File: src/rtl/microwave_mode_fsm.sv
// Mode sequencer for the microwave: turns button pulses, door state and remaining
// cook time into the mode bus, heater enable, finish buzzer and clear-time request.
module microwave_mode_fsm #(
    parameter int CLK_HZ     = 100_000_000,
    parameter int FINISH_SEC = 3,
    parameter int BEEP_DIV   = 2
) (
    input  logic        clk,
    input  logic        reset,
    input  logic        btnU,
    input  logic        btnD,
    input  logic        btnC,
    input  logic        btnL,
    input  logic        door_open,
    input  logic [13:0] run_time,
    output logic [2:0]  mode,
    output logic        heater_en,
    output logic        buzzer,
    output logic        clear_time
);

    localparam logic [2:0] ST_IDLE   = 3'b000;
    localparam logic [2:0] ST_SET    = 3'b001;
    localparam logic [2:0] ST_RUN    = 3'b010;
    localparam logic [2:0] ST_STOP   = 3'b011;
    localparam logic [2:0] ST_FINISH = 3'b100;

    localparam int FIN_CYC   = FINISH_SEC * CLK_HZ;
    localparam int FCNT_W    = (FIN_CYC > 1) ? $clog2(FIN_CYC) : 1;
    localparam int BEEP_HALF = (CLK_HZ / (2 * BEEP_DIV) > 1) ? CLK_HZ / (2 * BEEP_DIV) : 1;
    localparam int BCNT_W    = (BEEP_HALF > 1) ? $clog2(BEEP_HALF) : 1;

    localparam logic [FCNT_W-1:0] FIN_MAX  = FCNT_W'(FIN_CYC - 1);
    localparam logic [BCNT_W-1:0] BEEP_MAX = BCNT_W'(BEEP_HALF - 1);

    logic [2:0]        mode_q, mode_d;
    logic              heater_q, heater_d;
    logic              buzzer_q, buzzer_d;
    logic              clear_q, clear_d;
    logic [FCNT_W-1:0] fin_cnt_q, fin_cnt_d;
    logic [BCNT_W-1:0] beep_cnt_q, beep_cnt_d;

    logic any_btn_s;
    logic time_left_s;
    logic can_run_s;
    logic timeout_s;

    assign any_btn_s   = btnU | btnD | btnC | btnL;
    assign time_left_s = (run_time != 14'd0);
    assign can_run_s   = time_left_s & ~door_open;
    assign timeout_s   = (fin_cnt_q == FIN_MAX);

    // Next-mode decode with per-state priorities
    always_comb begin
        mode_d = ST_IDLE;
        case (mode_q)
            ST_IDLE: begin
                if (btnU | btnD) mode_d = ST_SET;
                else             mode_d = ST_IDLE;
            end
            ST_SET: begin
                if (btnL)                   mode_d = ST_IDLE;
                else if (btnC && can_run_s) mode_d = ST_RUN;
                else                        mode_d = ST_SET;
            end
            ST_RUN: begin
                // Expiry of the cook time wins over every button and the door
                if (!time_left_s)                  mode_d = ST_FINISH;
                else if (door_open | btnL | btnC)  mode_d = ST_STOP;
                else                               mode_d = ST_RUN;
            end
            ST_STOP: begin
                if (btnL)                   mode_d = ST_IDLE;
                else if (btnC && can_run_s) mode_d = ST_RUN;
                else if (btnC)              mode_d = ST_STOP;
                else if (btnU | btnD)       mode_d = ST_SET;
                else                        mode_d = ST_STOP;
            end
            ST_FINISH: begin
                if (any_btn_s | timeout_s) mode_d = ST_IDLE;
                else                       mode_d = ST_FINISH;
            end
            default: mode_d = ST_IDLE;
        endcase
    end

    // Output and finish-timer next values, all derived from the next mode
    always_comb begin
        heater_d   = (mode_d == ST_RUN) & ~door_open;
        clear_d    = (mode_d == ST_IDLE) & ((mode_q == ST_SET) | (mode_q == ST_STOP));
        fin_cnt_d  = '0;
        beep_cnt_d = '0;
        buzzer_d   = 1'b0;
        if (mode_d == ST_FINISH && mode_q != ST_FINISH) begin
            buzzer_d = 1'b1;
        end else if (mode_d == ST_FINISH) begin
            fin_cnt_d = timeout_s ? fin_cnt_q : fin_cnt_q + 1'b1;
            if (beep_cnt_q == BEEP_MAX) begin
                beep_cnt_d = '0;
                buzzer_d   = ~buzzer_q;
            end else begin
                beep_cnt_d = beep_cnt_q + 1'b1;
                buzzer_d   = buzzer_q;
            end
        end else begin
            buzzer_d = 1'b0;
        end
    end

    // State and output registers
    always_ff @(posedge clk or posedge reset) begin
        if (reset) begin
            mode_q     <= ST_IDLE;
            heater_q   <= 1'b0;
            buzzer_q   <= 1'b0;
            clear_q    <= 1'b0;
            fin_cnt_q  <= '0;
            beep_cnt_q <= '0;
        end else begin
            mode_q     <= mode_d;
            heater_q   <= heater_d;
            buzzer_q   <= buzzer_d;
            clear_q    <= clear_d;
            fin_cnt_q  <= fin_cnt_d;
            beep_cnt_q <= beep_cnt_d;
        end
    end

    assign mode       = mode_q;
    assign heater_en  = heater_q;
    assign buzzer     = buzzer_q;
    assign clear_time = clear_q;

endmodule

File: config.mk
export PLATFORM = sky130hd
export DESIGN_NAME = microwave_mode_fsm
export DESIGN_NICKNAME = d
export VERILOG_FILES = /design/src/rtl/microwave_mode_fsm.sv
export SDC_FILE = /design/constraint.sdc
export NUM_CORES = 1
export LEC_CHECK = 0
export CAP_MARGIN = 20
export CORE_MARGIN = 2
export CORE_UTILIZATION = 55
export CTS_CLUSTER_SIZE = 16
export DETAILED_ROUTE_END_ITERATION = 16
export DONT_BUFFER_PORTS = 1
export PLACE_DENSITY = 0.72
export SETUP_SLACK_MARGIN = 0.05
export SYNTH_ARGS = -nofsm -noshare
export SYNTH_HDL_FRONTEND = slang
export SYNTH_SLANG_ARGS = --single-unit
File: constraint.sdc
create_clock -name clk -period 3.14 [get_ports clk]
set_clock_uncertainty 0.2 [all_clocks]
set_input_delay 0.628 -clock clk [delete_from_list [all_inputs] [get_ports clk]]
set_output_delay 0.628 -clock clk [all_outputs]
set_load 0.005 [all_outputs]
==> results of run 1 <==
-- kinds of logic after synthesis --
family                     after synthesis  synth area share, %
xor gates and xnor gates                49                14.42
adders and majority gates                2               0.8406
buffers and inverters                   15                2.648
AOI/OAI and AO/OA                       11                2.690
DFF                                     60                50.44
and+or+nand+nor                        168                28.96
-- through the flow --
| step | instances | total power, mW | area [um2] | utilization, % | worst slack [ps] |
|---|---|---|---|---|---|
| global placement | 370 | 0.8557 | 3042 | 58.80 | 637.5 |
| detailed placement | 370 | 0.8576 | 3042 | 58.80 | 590.4 |
| CTS | 387 | 1.512 | 3241 | 62.65 | 590.8 |
| floorplan | 305 | 0.8440 | 2977 | - | 827.3 |
| global route | 387 | 1.551 | 3241 | 62.65 | 459.5 |
| finish | 387 | 1.499 | 3241 | 62.65 | 618.6 |
-- power by group through the flow --
stage / logic, mW / registers (mW) / clock network [mW]
final: 0.0452 / 0.797 / 0.656
after global routing: 0.0553 / 0.798 / 0.698
after CTS: 0.0466 / 0.797 / 0.667
after detailed placement: 0.0453 / 0.812 / 0
after global placement: 0.0440 / 0.812 / 0
after floorplan: 0.0355 / 0.809 / 0
-- worst reg2reg max path: cells and delay by family, from the launching register on --
family / cells / cell delay [ps]
AND/OR/NAND/NOR: 4 / 1190
buffers and inverters: 1 / 260
AO/OA/AOI/OAI: 1 / 370
flip-flops: 1 / 410
-- how the worst min path moves through the flow --
stage                            start            to  cells after the start
after floorplan           fin_cnt_q[0]  fin_cnt_q[0]                      1
after global placement    fin_cnt_q[0]  fin_cnt_q[0]                      1
after detailed placement  fin_cnt_q[0]  fin_cnt_q[0]                      1
after CTS                    door_open     heater_en                      1
after global routing         door_open     heater_en                      1
final                        door_open     heater_en                      1
-- layer usage --
layer | vias to the layer above | GRT usage, % | part of all wire [%]
met4 | 0 | 8.929 | 1.8
li1 | 1072 | - | -
met5 | - | 0 | 0
met1 | 1046 | 28.15 | 48
met3 | 10 | 4.535 | 2.1
met2 | 23 | 32.35 | 48
-- Yosys cell counts, drive strengths merged --
| library cell | count | area share [%] |
|---|---|---|
| xnor2 | 9 | 2.6 |
| a22oi | 2 | 0.50 |
| ha | 2 | 0.84 |
| nor4 | 9 | 2.4 |
| nor3b | 1 | 0.25 |
| a211o | 1 | 0.29 |
| or4 | 2 | 0.50 |
| xor2 | 40 | 12 |
| clkbuf | 4 | 0.50 |
| nand2 | 17 | 2.1 |
| nand2b | 1 | 0.21 |
| and4 | 9 | 2.6 |
| nor2 | 63 | 7.9 |
| nand3 | 26 | 4.4 |
| dfrtp | 60 | 50 |
| or2 | 2 | 0.42 |
| or3b | 1 | 0.29 |
| nand4b | 1 | 0.29 |
| a211oi | 1 | 0.25 |
| nor3 | 8 | 1.3 |
| and3 | 6 | 1.3 |
| a21oi | 2 | 0.34 |
| and3b | 1 | 0.29 |
| and2 | 1 | 0.21 |
| nand4 | 18 | 3.8 |
| inv | 5 | 0.63 |
| a31o | 1 | 0.59 |
| nor4b | 2 | 0.59 |
| a31oi | 1 | 0.21 |
| o21ai | 3 | 0.50 |
| buf | 6 | 1.5 |
-- final cells by class --
cell class | count | area, um2
clock inverters | 3 | 20.02
inverters | 5 | 18.77
clock buffers | 13 | 168.9
well taps | 70 | 87.58
fillers | 433 | 1932
flip-flops and latches | 60 | 1501
multi-input cells | 230 | 1396
repair buffers | 6 | 47.55
-- flip-flops by register name (all words and copies together) (netlist names) --
register / cells
beep_cnt_q: 25
heater_en: 1
buzzer: 1
mode: 3
fin_cnt_q: 29
clear_time: 1
-- repair_timing --
item | 4_1_cts | 5_1_grt
hold endpoints to repair | 16 | 0
hold buffers | 1 | 0
gates resized for setup | 0 | 0
==> impl_results.md, run 1 <==
* Outcome: finished, final reports clean
* CP max FO at 25
* Clock Path Buffers at 2
* Pint at 1.152 mW
* Switching portion of total power at a little under a quarter
* First-pass GRT wire length at 9.922 mm
* Crit path max-delay family: simple AND/OR/NAND/NOR gates
* Max-cap violations at 0
* Worst Hold Class: primary input to register
* Crit path cell chain: or4_1, nor4_4, a31o_4, or2_1, buf_4, nor2_1
* Worst Tran Pin Value at 472.3 ps
* Initial DRT Pass Iterations at 4
* Worst VDD drop at 297.8 uV
* CTS Buf Count at 9
* Final Hold Viols at 0
* FF-to-FF setup slack at 620 ps
* Vert. Die Dim at a little under 80 um
* Most common cell after layout, fill and taps aside: nor2_1
* Via-to-Cell Ratio at 5.558
* Port bufs at 0
* CP endpoint kind: register
* Period Utilization, post-route at 80.30%
* Insertion delay to the later sink of the worst-skew pair at 340 ps
* CP endpoint: beep_cnt_q[17]
* FF-to-FF Start: fin_cnt_q[26]
* Core area at around 5200 um2
* Die ar. at 6016 um2
* Library cells used by synthesis at 35
* Critical path required time at 3160 ps
* Clk root buf: clkbuf_8
* Std-Cell Rows at 26
* DR iter-0 viols at 95
* Worst path depth at 6
* P_sw at 346.8 uW
* Setup CP Type: register to register
* Final hold slack at roughly 160 ps
* Wirelength, routed at roughly 5.6 mm
* GP Congestion at 0.8568
* Vias at 2151
* Clock-pin slew on the worst setup and hold paths at 70 ps
* Gate power share at 3.0%
* Mapped Nets at 328
* Synthesis-stage register bit count at 60
* Largest net degree at the start of global routing at 26
* Clock tree sinks at 60
* Die Wd at 77.57 um
* Post-synthesis sequential area ratio at 50.44%
* Pwr dens at 462.4 nW/um2
* Slowest stage delay, CP at ~580 ps
* Mean post-synth cell area at 9.759 um2
* Tmin final at approximately 2500 ps
* Commonest non-fill, non-tap cells in the layout: nor2_1 (63), dfrtp_1 (60), xor2_1 (40)
* Ant. Diodes at 0
* Sequential power share at 53.2%
* Critical-path top delay cell: or4_1
* Synth Instances at 305
* Nets@finish at 335
* # IOs at 27
* Final ANT Viol Nets at 0
* Worst slew margin at 68.23%
* Synth Warn # at 0
* Detail-routed net length per standard cell at 14.46 um
* Initial antenna violation count at 0
* Initial Util at 57.55%
* Area grow syn2layout at 8.869%
* Clock power share at a little over two fifths
* Slew Viols, Final at 0
* Crit Reg-Reg Endpoint: beep_cnt_q[17]
* CP startpoint: fin_cnt_q[26]
* Tot GR Track Use at around 21%
* CP arrival at between 2000 and 3000 ps
* H-tree levels at 3
* Reg2reg path depth at 6
* DRC viols at 0
* HPWL after detailed placement at 3.637 mm
* Cell area after synthesis at between 2000 and 3000 um2
* Final setup vio count at 0
* Buffers and inverters on the worst path at 1
* Share of cells above drive strength 1 at 7.886%
* CTS tree: done
* Total negative slack at 0 ps
* Post-CTS setup buffer count at 0
* Max Freq at 0.3966 GHz
* RSZ-0062 raised after global routing: no
* Startpoint Class: register
* Leak at 1.302 nW
* Vias in the first global route at 2118
* Total gr overflow at 0
(Power assumes the default switching activity.)
==> run 2, diff against run 1 <==
PLACE_DENSITY = 0.75   (was 0.72)
clock period = 2.2 ns   (was 3.14 ns; I/O delays follow)
==> run 2 against run 1 <==
  * Critical path depth did not move
  * Combinational power rose by 49%
  * Flip-flop and latch count did not move
  * Clock power rose by 24%
  * Hold slack got worse by 71 ps
  * Worst setup slack got worse by 520 ps
  * Register-to-register slack got worse by 520 ps
  * Cell count rose by 3.6%
  * Critical path type unchanged
==> impl_results.md, run 2 (synthesized netlist as in run 1, its figures left out) <==
* Outcome: finished, final reports clean
* GP Congestion at 0.7869 (-8.2%)
* Slew Viols, Final at 0 (unchanged)
* Insertion delay to the later sink of the worst-skew pair at 330 ps (about the same)
* Clk root buf: clkbuf_8
* Worst Hold Class: primary input to register
* Commonest non-fill, non-tap cells in the layout: nor2_1 (63), dfrtp_1 (60), xor2_1 (40)
* Slowest stage delay, CP at 510 ps (-70 ps)
* Largest net degree at the start of global routing at 47 (+81%)
* Critical path required time at 2220 ps (-940 ps)
* Clock Path Buffers at 2 (unchanged)
* # IOs at 27 (unchanged)
* CTS tree: done
* Max-cap violations at 0 (unchanged)
* Initial DRT Pass Iterations at 4 (unchanged)
* DR iter-0 viols at 98 (+3.2%)
* Most common cell after layout, fill and taps aside: nor2_1
* Pwr dens at 592.1 nW/um2 (+28%)
* Largest register FFs at 29 (unchanged)
* Worst Tran Pin Value at 450.1 ps (-22.21 ps)
* Total negative slack at 0 ps (unchanged)
* Post-layout util at 65.89% (+3.2 points)
* RSZ-0062 raised after global routing: yes
* Tmin final at 2100 ps (-421.8 ps)
* CP arrival at 2120 ps (-420 ps)
* Worst VDD drop at 600.8 uV (+100%)
* Worst path depth at 6 (unchanged)
* Crit path cell chain: or3b_2, nor4_4, a31o_4, buf_4, buf_8, nor2_1
* CP max FO at 17 (-32%)
* Top reg by flops: fin_cnt_q
* Hold Crit Start: btnL
* Port bufs at 0 (unchanged)
* Initial antenna violation count at 0 (unchanged)
* Clock-pin slew on the worst setup and hold paths at 60 ps (about the same)
* Vert. Die Dim at 77.57 um (unchanged)
* Die Wd at 77.57 um (unchanged)
* Reg2reg path depth at 6 (unchanged)
* Die ar. at 6016 um2 (unchanged)
* CTS Buf Count at 9 (unchanged)
* Vias at 2208 (+2.6%)
* Vias in the first global route at 2215 (+4.6%)
* Wirelength, routed at 5.857 mm (+4.7%)
* Std-Cell Rows at 26 (unchanged)
* CP endpoint kind: register
* HPWL after detailed placement at 3.801 mm (+4.5%)
* Initial Util at 57.55% (unchanged)
* FF-to-FF setup slack at 100 ps (-520 ps)
* Critical-path top delay cell: or3b_2
* Leak at 1.418 nW (+8.9%)
* Buffers and inverters on the worst path at 2 (+1)
* Period Utilization, post-route at 95.44% (+15 points)
* Via-to-Cell Ratio at 5.506 (-0.93%)
* Final setup vio count at 0 (unchanged)
* Startpoint Class: register
* Nets@finish at 351 (+4.8%)
* Clock tree sinks at 60 (unchanged)
* Crit path max-delay family: simple AND/OR/NAND/NOR gates
* Max Freq at 0.4763 GHz (+20%)
* Worst slew margin at 70.00% (+1.8 points)
* Share of cells above drive strength 1 at 12.39% (+4.5 points)
* Setup CP Type: register to register
* Area grow syn2layout at 14.50%
* Tot GR Track Use at 21.41% (+0.63 points)
* Detail-routed net length per standard cell at 14.61 um (+1.0%)
* End of the worst hold path: clear_time
* Final Hold Viols at 0 (unchanged)
* FF-to-FF Start: fin_cnt_q[25]
* Crit Reg-Reg Endpoint: fin_cnt_q[13]
* Hold path cells at 1 (unchanged)
* H-tree levels at 3 (unchanged)
* Ant. Diodes at 0 (unchanged)
* Total gr overflow at 0 (unchanged)
* Core area at 5172 um2 (unchanged)
* DRC viols at 0 (unchanged)
* First-pass GRT wire length at 10.03 mm (+1.0%)
* Final ANT Viol Nets at 0 (unchanged)
[run 2: cell type report]
class	instances	area [um2]
clock buffer	11	141.4
clock inverter	3	15.01
fill	410	1764
inverter	5	18.77
multi-input combinational	230	1418
sequential	60	1501
tap	70	87.58
timing repair buffer	22	226.5
[run 2: worst max path at each step]
stage	start	end	slack [ps]
2_1_floorplan	fin_cnt_q[14]	beep_cnt_q[10]	60
5_1_grt	fin_cnt_q[17]	fin_cnt_q[20]	30
6_report	fin_cnt_q[25]	fin_cnt_q[13]	100
3_5_place_dp	beep_cnt_q[0]	beep_cnt_q[16]	50
3_3_place_gp	fin_cnt_q[14]	beep_cnt_q[2]	90
4_1_cts	fin_cnt_q[17]	fin_cnt_q[11]	50
[run 2: where the power goes]
group / switching, mW / internal (mW) / total (mW) / leakage [nW]
clock network: 0.392 / 0.420 / 0.813 / 0.0848
registers: 0.0182 / 1.12 / 1.14 / 0.835
logic: 0.0393 / 0.0278 / 0.0672 / 0.499
total: 0.450 / 1.57 / 2.02 / 1.42
[run 2: through the flow]
| stage | std cells | power [mW] | hold slack [ps] | setup slack [ps] | cell area (um2) |
|---|---|---|---|---|---|
| after global placement | 380 | 1.223 | 96.45 | 89.09 | 3146 |
| final | 401 | 2.018 | 86.05 | 100.4 | 3408 |
| after CTS | 400 | 2.057 | 55.21 | 54.55 | 3381 |
| after floorplan | 305 | 1.205 | 224.5 | 59.32 | 2980 |
| after global routing | 401 | 2.102 | 70.70 | 33.39 | 3408 |
| after detailed placement | 380 | 1.223 | 103.6 | 47.76 | 3146 |
[run 2: repair_timing]
item	CTS	global route
endpoints found under the setup margin	22	45
pin swaps	2	3
buffers inserted	3	1
resized for setup	3	6
gates cloned	1	0
endpoints found under the hold margin	15	0
hold buffers	2	0
[run 2: metal layers]
metal | track usage (%) | vias up | share of wire [%]
met5 | 0 | - | 0
met4 | 7.500 | 0 | 1.1
met2 | 34.61 | 19 | 50
met1 | 26.85 | 1079 | 46
met3 | 7.326 | 4 | 2.6
li1 | - | 1106 | -
